===== src/rtl/filter_pkg.sv =====
// Shared definitions for the 3-phase polyphase IIR filter: controller state
// encoding and the default lane count and latencies used by the filter top.
package filter_pkg;

  typedef enum logic [1:0] {
    S_IDLE  = 2'd0,
    S_FLUSH = 2'd1,
    S_FILL  = 2'd2,
    S_RUN   = 2'd3
  } state_e;

  localparam int DEF_NUM_PHASES   = 3;
  localparam int DEF_FLUSH_CYCLES = 6;
  localparam int DEF_FILL_LATENCY = 12;

  // Bits needed for a counter that runs 0..max(a,b)-1.
  function automatic int cnt_width(input int a, input int b);
    int m;
    m = (a > b) ? a : b;
    return (m < 2) ? 1 : $clog2(m);
  endfunction

endpackage


===== src/rtl/filter_phase_cnt.sv =====
// Modulo-N phase counter with synchronous clear and count enable; o_wrap
// marks the last phase. Shared by the sequencing controller and the output mux.
module filter_phase_cnt
  import filter_pkg::*;
#(
  parameter int N = DEF_NUM_PHASES,
  parameter int W = $clog2(N)
) (
  input  logic         clk,
  input  logic         reset,
  input  logic         i_clr,
  input  logic         i_en,
  output logic [W-1:0] o_phase,
  output logic         o_wrap
);

  logic [W-1:0] r_phase;

  assign o_wrap  = (r_phase == W'(N - 1));
  assign o_phase = r_phase;

  always_ff @(posedge clk) begin
    if (reset || i_clr) begin
      r_phase <= '0;
    end else if (i_en) begin
      r_phase <= o_wrap ? '0 : r_phase + W'(1);
    end
  end

endmodule


===== src/rtl/filter_phase_ctrl.sv =====
// Sequencing controller for the polyphase IIR datapath: flush, pipeline fill,
// then run, with lane strobes, divided-rate enable and mux select decoded from phase.
module filter_phase_ctrl
  import filter_pkg::*;
#(
  parameter int NUM_PHASES     = DEF_NUM_PHASES,
  parameter int FLUSH_CYCLES   = DEF_FLUSH_CYCLES,
  parameter int FILL_LATENCY   = DEF_FILL_LATENCY,
  parameter int OUT_SEL_OFFSET = 0,
  parameter int PH_W           = $clog2(NUM_PHASES)
) (
  input  logic                  clk,
  input  logic                  reset,
  input  logic                  en,
  input  logic                  resync,
  output logic [PH_W-1:0]       phase,
  output logic                  ce_div,
  output logic [NUM_PHASES-1:0] lane_load,
  output logic [PH_W-1:0]       out_sel,
  output logic                  flush,
  output logic                  out_valid,
  output logic                  busy,
  output logic [1:0]            state_o
);

  localparam int CNT_W = cnt_width(FLUSH_CYCLES, FILL_LATENCY);
  localparam logic [CNT_W-1:0] FLUSH_LAST = CNT_W'(FLUSH_CYCLES - 1);
  localparam logic [CNT_W-1:0] FILL_LAST  = CNT_W'((FILL_LATENCY == 0) ? 0 : FILL_LATENCY - 1);

  state_e           r_state;
  state_e           w_state_nxt;
  logic [CNT_W-1:0] r_cnt;
  logic             w_restart;
  logic             w_ph_clr;
  logic             w_wrap;
  logic [PH_W-1:0]  w_phase;
  logic [PH_W:0]    w_sel_sum;

  // en=0 outranks resync; a resync while active restarts the flush from scratch.
  always_comb begin
    w_state_nxt = r_state;
    w_restart   = 1'b0;
    case (r_state)
      S_IDLE: begin
        if (en) w_state_nxt = S_FLUSH;
      end
      S_FLUSH: begin
        if (!en) begin
          w_state_nxt = S_IDLE;
        end else if (resync) begin
          w_restart = 1'b1;
        end else if (r_cnt == FLUSH_LAST) begin
          w_state_nxt = (FILL_LATENCY == 0) ? S_RUN : S_FILL;
        end
      end
      S_FILL: begin
        if (!en) begin
          w_state_nxt = S_IDLE;
        end else if (resync) begin
          w_state_nxt = S_FLUSH;
          w_restart   = 1'b1;
        end else if (r_cnt == FILL_LAST) begin
          w_state_nxt = S_RUN;
        end
      end
      S_RUN: begin
        if (!en) begin
          w_state_nxt = S_IDLE;
        end else if (resync) begin
          w_state_nxt = S_FLUSH;
          w_restart   = 1'b1;
        end
      end
      default: w_state_nxt = S_IDLE;
    endcase
  end

  always_ff @(posedge clk) begin
    if (reset) begin
      r_state <= S_IDLE;
    end else begin
      r_state <= w_state_nxt;
    end
  end

  always_ff @(posedge clk) begin
    if (reset) begin
      r_cnt <= '0;
    end else if ((w_state_nxt != r_state) || w_restart) begin
      r_cnt <= '0;
    end else if ((r_state == S_FLUSH) || (r_state == S_FILL)) begin
      r_cnt <= r_cnt + CNT_W'(1);
    end
  end

  // FLUSH_CYCLES is a multiple of NUM_PHASES, so phase wraps to 0 on FILL entry unaided.
  assign w_ph_clr = (w_state_nxt == S_IDLE) || w_restart;

  filter_phase_cnt #(
    .N (NUM_PHASES),
    .W (PH_W)
  ) u_phase_cnt (
    .clk     (clk),
    .reset   (reset),
    .i_clr   (w_ph_clr),
    .i_en    (r_state != S_IDLE),
    .o_phase (w_phase),
    .o_wrap  (w_wrap)
  );

  assign w_sel_sum = {1'b0, w_phase} + (PH_W + 1)'(OUT_SEL_OFFSET);

  assign phase     = w_phase;
  assign ce_div    = w_wrap && (r_state != S_IDLE);
  assign lane_load = ((r_state == S_FILL) || (r_state == S_RUN)) ?
                     (NUM_PHASES'(1) << w_phase) : '0;
  assign out_sel   = (w_sel_sum >= (PH_W + 1)'(NUM_PHASES)) ?
                     PH_W'(w_sel_sum - (PH_W + 1)'(NUM_PHASES)) : w_sel_sum[PH_W-1:0];
  assign flush     = (r_state == S_FLUSH);
  assign out_valid = (r_state == S_RUN);
  assign busy      = (r_state != S_IDLE);
  assign state_o   = r_state;

endmodule


===== config.mk =====
export PLATFORM = sky130hd
export DESIGN_NAME = filter_phase_ctrl
export DESIGN_NICKNAME = d
export VERILOG_FILES = /design/src/rtl/filter_pkg.sv /design/src/rtl/filter_phase_cnt.sv /design/src/rtl/filter_phase_ctrl.sv
export SDC_FILE = /design/constraint.sdc
export NUM_CORES = 1
export LEC_CHECK = 0
export CORE_MARGIN = 2
export CORE_UTILIZATION = 41
export DETAILED_ROUTE_END_ITERATION = 10
export GPL_TIMING_DRIVEN = 0
export MAX_ROUTING_LAYER = met4
export PLACE_DENSITY = 0.78
export SETUP_SLACK_MARGIN = 0.02
export SYNTH_ARGS = -nofsm -noshare
export SYNTH_HDL_FRONTEND = slang
export SYNTH_SLANG_ARGS = --single-unit

===== constraint.sdc =====
create_clock -name clk -period 2.1 [get_ports clk]
set_clock_uncertainty 0.15 [all_clocks]
set_input_delay 0.42 -clock clk [delete_from_list [all_inputs] [get_ports clk]]
set_output_delay 0.42 -clock clk [all_outputs]
set_load 0.005 [all_outputs]

# == After elaboration in Yosys (flattened, before gate mapping) ==
# Index checks and enable logic that the tools add are counted.
# word_totals
register_bits,8
input_bits,4
output_inout_bits,13
wordCells,42
# classes
addsub,3
n_lt_le_gt_ge,1
n_eq_ne,7
shift,1
muxes,16
reduce_logical,11
# op_table
op,n
two-way mux 2 bit,11
one-hot mux 2 bit (4 select lines),1
equality test 2 bit (second input constant),3
logical OR 1 bit,5
adder 4 x 1 -> 4 bit (second input constant),1
equality test 4 x 3 -> 1 bit (second input constant),1
equality test 4 bit (second input constant),1
zero test 2 bit,2
two-way mux 1 bit,3
two-way mux 3 bit,1
OR reduction 3 bit,1
left shift 1 x 2 -> 3 bit (first input constant),1
adder 2 x 1 -> 2 bit (second input constant),1
equality test 2 x 1 -> 1 bit (second input constant),1
greater-or-equal comparator 2 bit (second input constant),1
!= test 2 bit,1
nonzero test 2 bit,1
OR reduction 2 bit,1
subtractor 2 bit (second input constant),1
logical AND 1 bit,1

# == Depth between registers and ports, before layout ==
# depth
word_depth,8
ltp_mapped,8
ltp_nobuf,7

# == By module ==
# A second synthesis with hierarchy kept.
# unflattened
hier_cells,70
area_unflattened_um2,633.1
# modules_own_cells
mod,n_inst,cells_per_inst,area_each_um2,seq_area_each_um2
filter_phase_ctrl,1,61,538.0,120.1
filter_phase_cnt,1,9,95.1,40.0

# == Worst setup path after synthesis ==
# No wires, ideal clock.
# synth_path
path_type,reg-to-reg
startpoint,"reg r_state[0], in the netlist state_o[0]"
endpoint,reg r_cnt[1]
setup_ns,0.079
t_arrival_ns,1.868
required_ns,1.871
path_slack_ns,0.003
path_stages_with_launch,8
n_path_buf,0
period_less_slack_ns,2.097
cell_sequence,dfxtp_1 inv_1 ha_1 or3b_1 o2111ai_1 and3_1 o311ai_2 a211oi_2
# synth_between
elab_chain_len,7
elab_cells_between_ends,20
cone_classes,eq/ne (4); mux (11); reduce/logical (5)
# synth_rtl
item,line_no,text
from (decl),filter_phase_ctrl.sv:30,state_e r_state;
from (signal assigned),filter_phase_ctrl.sv:82,r_state <= w_state_nxt;
two-way mux 2 bit (on tied branches),"filter_phase_ctrl.sv:62, filter_phase_ctrl.sv:52",
two-way mux 2 bit (on tied branches),"filter_phase_ctrl.sv:59, filter_phase_ctrl.sv:50",
two-way mux 2 bit (on tied branches),"filter_phase_ctrl.sv:57, filter_phase_ctrl.sv:48",
one-hot mux 2 bit (4 select lines),filter_phase_ctrl.sv:43,case (r_state)
!= test 2 bit,filter_phase_ctrl.sv:89,end else if ((w_state_nxt != r_state) || w_restart) begin
logical OR 1 bit,filter_phase_ctrl.sv:89,
OR reduction 2 bit (no line),n/a,
to (signal assigned),filter_phase_ctrl.sv:92,r_cnt <= r_cnt + CNT_W'(1);
to (decl),filter_phase_ctrl.sv:32,logic [CNT_W-1:0] r_cnt;
# Several ways; a longest one is shown, not always the timed one.
# A chain may end at the register's enable or synchronous reset.

# == Worst setup path in the final report ==
# Ends and elaborated chain as after synthesis.

==> impl_metrics.yaml <==
run_status:
  outcome: "finished, final reports clean"
floorplanning:
  core_um2: 1454
  start_util_pct: 42.51
  die_area_um2: 1834
  ios: 17
  rows: 14
  die_x_um: 42.83
  die_h_um: 42.83
clock_tree:
  numCtsBuffers: 3
  htreeDepth: 1
  cts_tree: "built"
  cts-root-buf: "clkbuf_4"
  path_clk_slew_ps: 50
  cts_sinks: 8
  cts_max_path_buffers: 2
  cts_hold_buf: 0
  clk_latency_ps: 250
synthesis:
  synth_cells: 76
  synthAdderAreaFrac_pct: 14.17
  synth_top_family_by_area: "simple AND/OR/NAND/NOR gates"
  synth_compound_area_share_pct: 23.08
  syn_area_per_cell_um2: 8.133
  synth_flop_cell: "dfxtp_1"
  yosysWarnings: 0
  synth_edf_count: 0
  synth_area_um2: 618.1
  synth-seq-cells: 8
  synth_xor_area_share_pct: 4.251
  synth_nets: 87
  synth-simple-area-share_pct: 28.14
  synthMuxAreaShare_pct: 0
  async_reset_ff_share_pct: 0
  yosysSeqAreaShare_pct: 25.91
  synth_cell_types: 35
pwr:
  power_switching_uw: 114.1
  seqPwrFrac_pct: 42.4
  leakage_uw: 0.0004222
  power_density_nw_per_um2: 399.3
  clkPwrFrac_pct: 29.3
  p_sw_share_pct: 29.11
  ir_drop_uv: 424.0
  p_comb_share_pct: 28.3
  p_int_uw: 278.0
drt:
  routedWlPerCell_um: 15.39
  drc: 0
  wl_met3_um: 80
  drt_iter0_drc: 19
  wl_mm: 1.755
  top_layer: "met4"
  drt_pass1_iterations: 4
  ant_nets: 0
  wl_met1_um: 763
  num_vias: 665
  met2_length_um: 857
  via_per_inst: 5.833
timing:
  finalHoldViolCount: 0
  fin_crit_ps: 2069
  setup_viol: 0
  maxSlewViolCount: 0
  rsz0062_at_grt: "true"
  tightestPinTransition_ps: 390.8
  slew_headroom_pct: 73.95
  fin_crit_sh_pct: 98.52
  fmax_mhz: 483.3
worst_setup_path:
  crit_path_max_fanout: 5
  slowest_stage: "or3b_4"
  worst_setup_path_end_kind: "register"
  r2r_cells: 7
  critical_path.cell_chain: "inv_6 > ha_2 > or3b_4 > o2111ai_2 > and3_4 > o311ai_4 > a211oi_2"
  cp.arrival_ps: 2090
  crit_buf_inv: 1
  cp.required_ps: 2120
  critPathTopFamily: "simple AND/OR/NAND/NOR gates"
  rr_endpoint: "r_cnt[1]"
  crit_type: "reg2reg"
  critPathMaxStageDelay_ps: 430
  ff2ff_setup_slack_ps: 30
  r2r-start: "state_o[0]"
  cp-start-kind: "register"
  cp.depth: 7
min_path:
  min_path_type: "reg2reg"
  hold-path-cell-count: 2
  hold_end: "r_cnt[1]"
  min_from: "r_cnt[1]"
placement:
  dp_hpwl_mm: 1.056
  port_buffers: 16
  placedCellCount: 108
  gp_congestion: 0.7790
global_route:
  grt-ovfl-total: 0
  grt_pass1_vias: 612
  grt_antenna_before_repair: 0
  grt_pass1_wl_mm: 2.635
  grt_usage_pct: 19.15
  grt_max_degree: 11
layout:
  antenna_cells: 0
  areaGrowthSynthToFinish_pct: 58.91
  layout.cells.non_filler: 114
  fin_nets: 111
  post-route-util_pct: 67.56
  drive_above_1_share_pct: 25.51
run:
  drv_cap: 0
==> sequential cells by signal, indices dropped and copies added, names as in the netlist <==
signal	count
r_cnt	4
state_o	2
u_phase_cnt.o_phase	2
==> metal layers <==
layer / GRT usage [%] / vias to the layer above
met2: 30.00 / 26
li1: - / 320
met5: - / -
met4: 10.63 / 0
met3: 1.702 / 6
met1: 24.08 / 313
==> worst max-delay path by stage <==
stage / end / startpoint / slack [ps]
CTS: lane_load[2] / state_o[0] / 7
floorplan: r_cnt[1] / state_o[1] / 60
finish: r_cnt[1] / state_o[0] / 30
global route: r_cnt[1] / state_o[1] / -10
detailed placement: r_cnt[0] / en / -390
global placement: r_cnt[2] / en / -410
==> what timing repair did <==
item,4_1_cts,5_1_grt
resized for setup,26,10
setup buffers,3,0
pin swaps,0,5
endpoints found under the setup margin,13,7
==> kinds of logic (layout without fill, tap and decap cells) <==
family          count (synthesis)  count (layout)
fa+ha+maj                       7               7
xor+xnor                        3               3
compound gates                 18              18
flops                           8               8
buf+inv                         7              29
simple gates                   33              33
==> stage by stage <==
step	TNS (ps)	power, µW	setup slack (ps)	area [µm²]	hold WS, ps
2_1_floorplan	0	220.4	57.93	619.3	335.0
3_3_place_gp	-2672	252.5	-406.4	799.5	375.0
3_5_place_dp	-2692	254.8	-388.2	799.5	396.4
4_1_cts	0	389.2	7.404	937.1	401.5
5_1_grt	-12.13	412.0	-12.13	982.2	413.6
6_report	0	392.1	31.02	982.2	399.0
==> cells in the mapped netlist (2+ instances only) <==
cell type   n  area, µm²
a21oi_1     4      20.02
dfxtp_1     8      160.2
inv_1       6      22.52
nor3_1      3      15.01
ha_1        7      87.58
xor2_1      2      17.52
nand2_1     2      7.510
nand2b_1    3      18.77
nor2_1     15      56.30
==> layout make-up <==
class                           count  area (µm²)
Tap cell                           16       20.02
Sequential cell                     8       167.7
Buffer                              1       11.26
Fill cell                         105       471.7
Timing Repair Buffer               19       185.2
Clock buffer                        3       22.52
Multi-Input combinational cell     61       545.5
Inverter                            6       30.03
==> worst register-to-register path, stage by stage, from the launching register on <==
cell and delay [ps]:
dfxtp_4 400, inv_6 60, ha_2 200, or3b_4 430
o2111ai_2 190, and3_4 220, o311ai_4 130, a211oi_2 210
==> power by group through the flow <==
| stage | sequential [µW] | clock [µW] | combinational [µW] |
|---|---|---|---|
| after floorplan | 169 | 0 | 51.4 |
| after global placement | 170 | 0 | 82.6 |
| after CTS | 165 | 121 | 103 |
| final | 166 | 115 | 111 |
| after detailed placement | 170 | 0 | 84.7 |
| after global routing | 167 | 125 | 120 |
==> cells in the final DEF (no fill, tap or decap), types with 2 or more instances in the layout <==
master / instances
buf_4: 3
nor3_1: 3
dfxtp_1: 6
clkdlybuf4s50_1: 9
dfxtp_4: 2
ha_1: 3
a21oi_1: 4
ha_4: 3
nand2_1: 2
nor2_1: 14
inv_1: 4
dlymetal6s2s_1: 3
dlygate4sd2_1: 4
xor2_1: 2
clkbuf_4: 3
nand2b_1: 3
No activity file was read; power rests on OpenSTA's default activity.
==> RTL change (same flow settings) <==
Set the package constant `DEF_NUM_PHASES` to 2 (it was 3).
--- a/src/rtl/filter_pkg.sv
+++ b/src/rtl/filter_pkg.sv
@@ -10,5 +10,5 @@
   } state_e;
 
-  localparam int DEF_NUM_PHASES   = 3;
+  localparam int DEF_NUM_PHASES   = 2;
   localparam int DEF_FLUSH_CYCLES = 6;
   localparam int DEF_FILL_LATENCY = 12;
Ports: changed (resized lane_load, out_sel and phase); port bits go from 17 to 14. The function was not compared with the original's and may differ.
==> RTL change against the unedited design <==
  * Worst setup slack better by 0.051 ns
  * Routed wire length fell by 14%
  * Sequential cell count decreased by 1
  * Final area shrank 11%
  * Core utilization decreased by 8.4 points
  * Count of clock-buffer cells in the layout increased by 1
  * Total power fell by 5.5%
  * Area after synthesis rose by 1.2%
  * Non-clock buffer count down 1
  * Critical path type is now flip-flop to primary output
  * Largest power group unchanged
==> RTL change: results (changes against the unedited design) <==
Crit path DAT: 1.45 ns (was 2.09 ns)
Vias in the first global route: 594 (was 612)
Layout cells sized above 1: 0.292 (was 0.255)
IO Port Bufs: 12 (was 16)
Hold WS: 0.427 ns (was 0.399 ns)
P_leak: 0.000354 uW (was 0.000422 uW)
Top area cells in the synthesized netlist: dfxtp_1 (22%), ha_1 (14%), nor2_1 (5.4%) (was dfxtp_1 (26%), ha_1 (14%), nor2_1 (9.1%))
DRT Pass-1 Iters: 4 (unchanged)
RR Endpoint: u_phase_cnt.o_phase (was r_cnt[1])
Post-Layout Cell Count: 112 (was 114)
Place WS: -0.259 ns (was -0.388 ns)
Post-synth top cells: nor2_1 (9), dfxtp_1 (7), ha_1 (7), nand2_1 (7), inv_1 (5) (was nor2_1 (15), dfxtp_1 (8), ha_1 (7))
Vias: 623 (was 665)
Synth unique cells: 34 (was 35)
Hold path endpoint: u_phase_cnt.o_phase (was r_cnt[1])
First-pass GRT wire length: 2460 um (was 2640 um)
Int Pwr: 264 uW (was 278 uW)
Number of DRC markers in iteration 0: 8 (was 19)
Tot GR Track Use: 0.179 (was 0.192)
Peak VDD IR: 365 uV (was 424 uV)
Post-DR wirelength/cell: 13.5 um (was 15.4 um)
Status: finished clean (unchanged)
Final GP Congestion: 0.778 (was 0.779)
Filler Cell Count: 132 (was 105)
HP Start: en (was r_cnt[1])
Worst Path Max Fanout: 4 (was 5)
Hold path cells: 3 (was 2)
Placed cell count: 103 (was 108)
Syn Nets: 86 (was 87)
Mapped Cells: 75 (was 76)
Register area share after synthesis: 0.224 (was 0.259)
Crit end category: primary output (was flip-flop)
Worst slew pin tran: 0.342 ns (was 0.391 ns)
==> RTL change: cell types whose count changed after synthesis, sizes merged, moves of 2 or more <==
cell	change
o311ai	-2
nand2b	-2
a31oi	+2
nor2b	+3
nor2	-6
nand2	+5
xnor2	+2
==> RTL change: routing by layer <==
layer  part of all wire  wire (um)  global-route usage
met5                  0          0                   -
met3              0.060         91              0.0553
met2               0.50        750               0.321
met4              0.011         17              0.0485
met1               0.43        655               0.189
==> RTL change: power groups by stage <==
| stage | combinational [uW] | clock, uW | sequential [uW] |
|---|---|---|---|
| final | 108 | 116 | 146 |
| after global routing | 117 | 130 | 147 |
| after CTS | 108 | 122 | 146 |
| after detailed placement | 91.7 | 0 | 151 |
| after global placement | 88.6 | 0 | 150 |
| after floorplan | 58.5 | 0 | 149 |
==> RTL change: how the worst max path moves through the flow <==
stage | from | endpoint | slack (ns)
floorplan | state_o[0] | r_cnt[3] | 0.17
global placement | state_o[0] | lane_load[1] | -0.23
detailed placement | state_o[0] | lane_load[1] | -0.26
CTS | state_o[0] | lane_load[1] | 0.03
global route | state_o[1] | busy | 0.04
finish | state_o[1] | busy | 0.08
==> RTL change: cell families (layout without fill, tap and decap cells) <==
logic type / count (synthesis) / after routing / share of synthesized area
AOI/OAI and AO/OA: 16 / 16 / 0.220
xor gates and xnor gates: 4 / 4 / 0.0560
adders and majority gates: 7 / 7 / 0.140
buffers and inverters: 7 / 28 / 0.0500
DFF: 7 / 7 / 0.224
and+or+nand+nor: 34 / 34 / 0.310
==> RTL change: worst max-delay path, cell delays in order (launching register included) <==
cell	delay (ns)
dfxtp_4	0.37
inv_2	0.07
ha_4	0.18
inv_2	0.09
clkdlybuf4s50_1	0.50
==> RTL change: layout make-up <==
cell class	count	area, um^2	area share
sequential	7	148	0.170
buffer	2	12.5	0.0144
clock buffer	4	26.3	0.0302
inverter	5	21.3	0.0244
tap	16	20.0	0.0230
timing repair buffer	17	154	0.177
multi-input combinational	61	489	0.562
==> RTL change: through the flow <==
| stage | TNS, ns | power [uW] | util |
|---|---|---|---|
| floorplan | 0 | 207 | - |
| global route | 0 | 394 | 0.592 |
| finish | 0 | 371 | 0.592 |
| global placement | -0.628 | 239 | 0.520 |
| CTS | 0 | 377 | 0.594 |
| detailed placement | -0.978 | 243 | 0.520 |
==> RTL change: what timing repair did <==
action | CTS | global route
buffers inserted | 5 | 0
resized for setup | 19 | 2
setup endpoints to repair | 10 | 2
pin swaps | 1 | 0
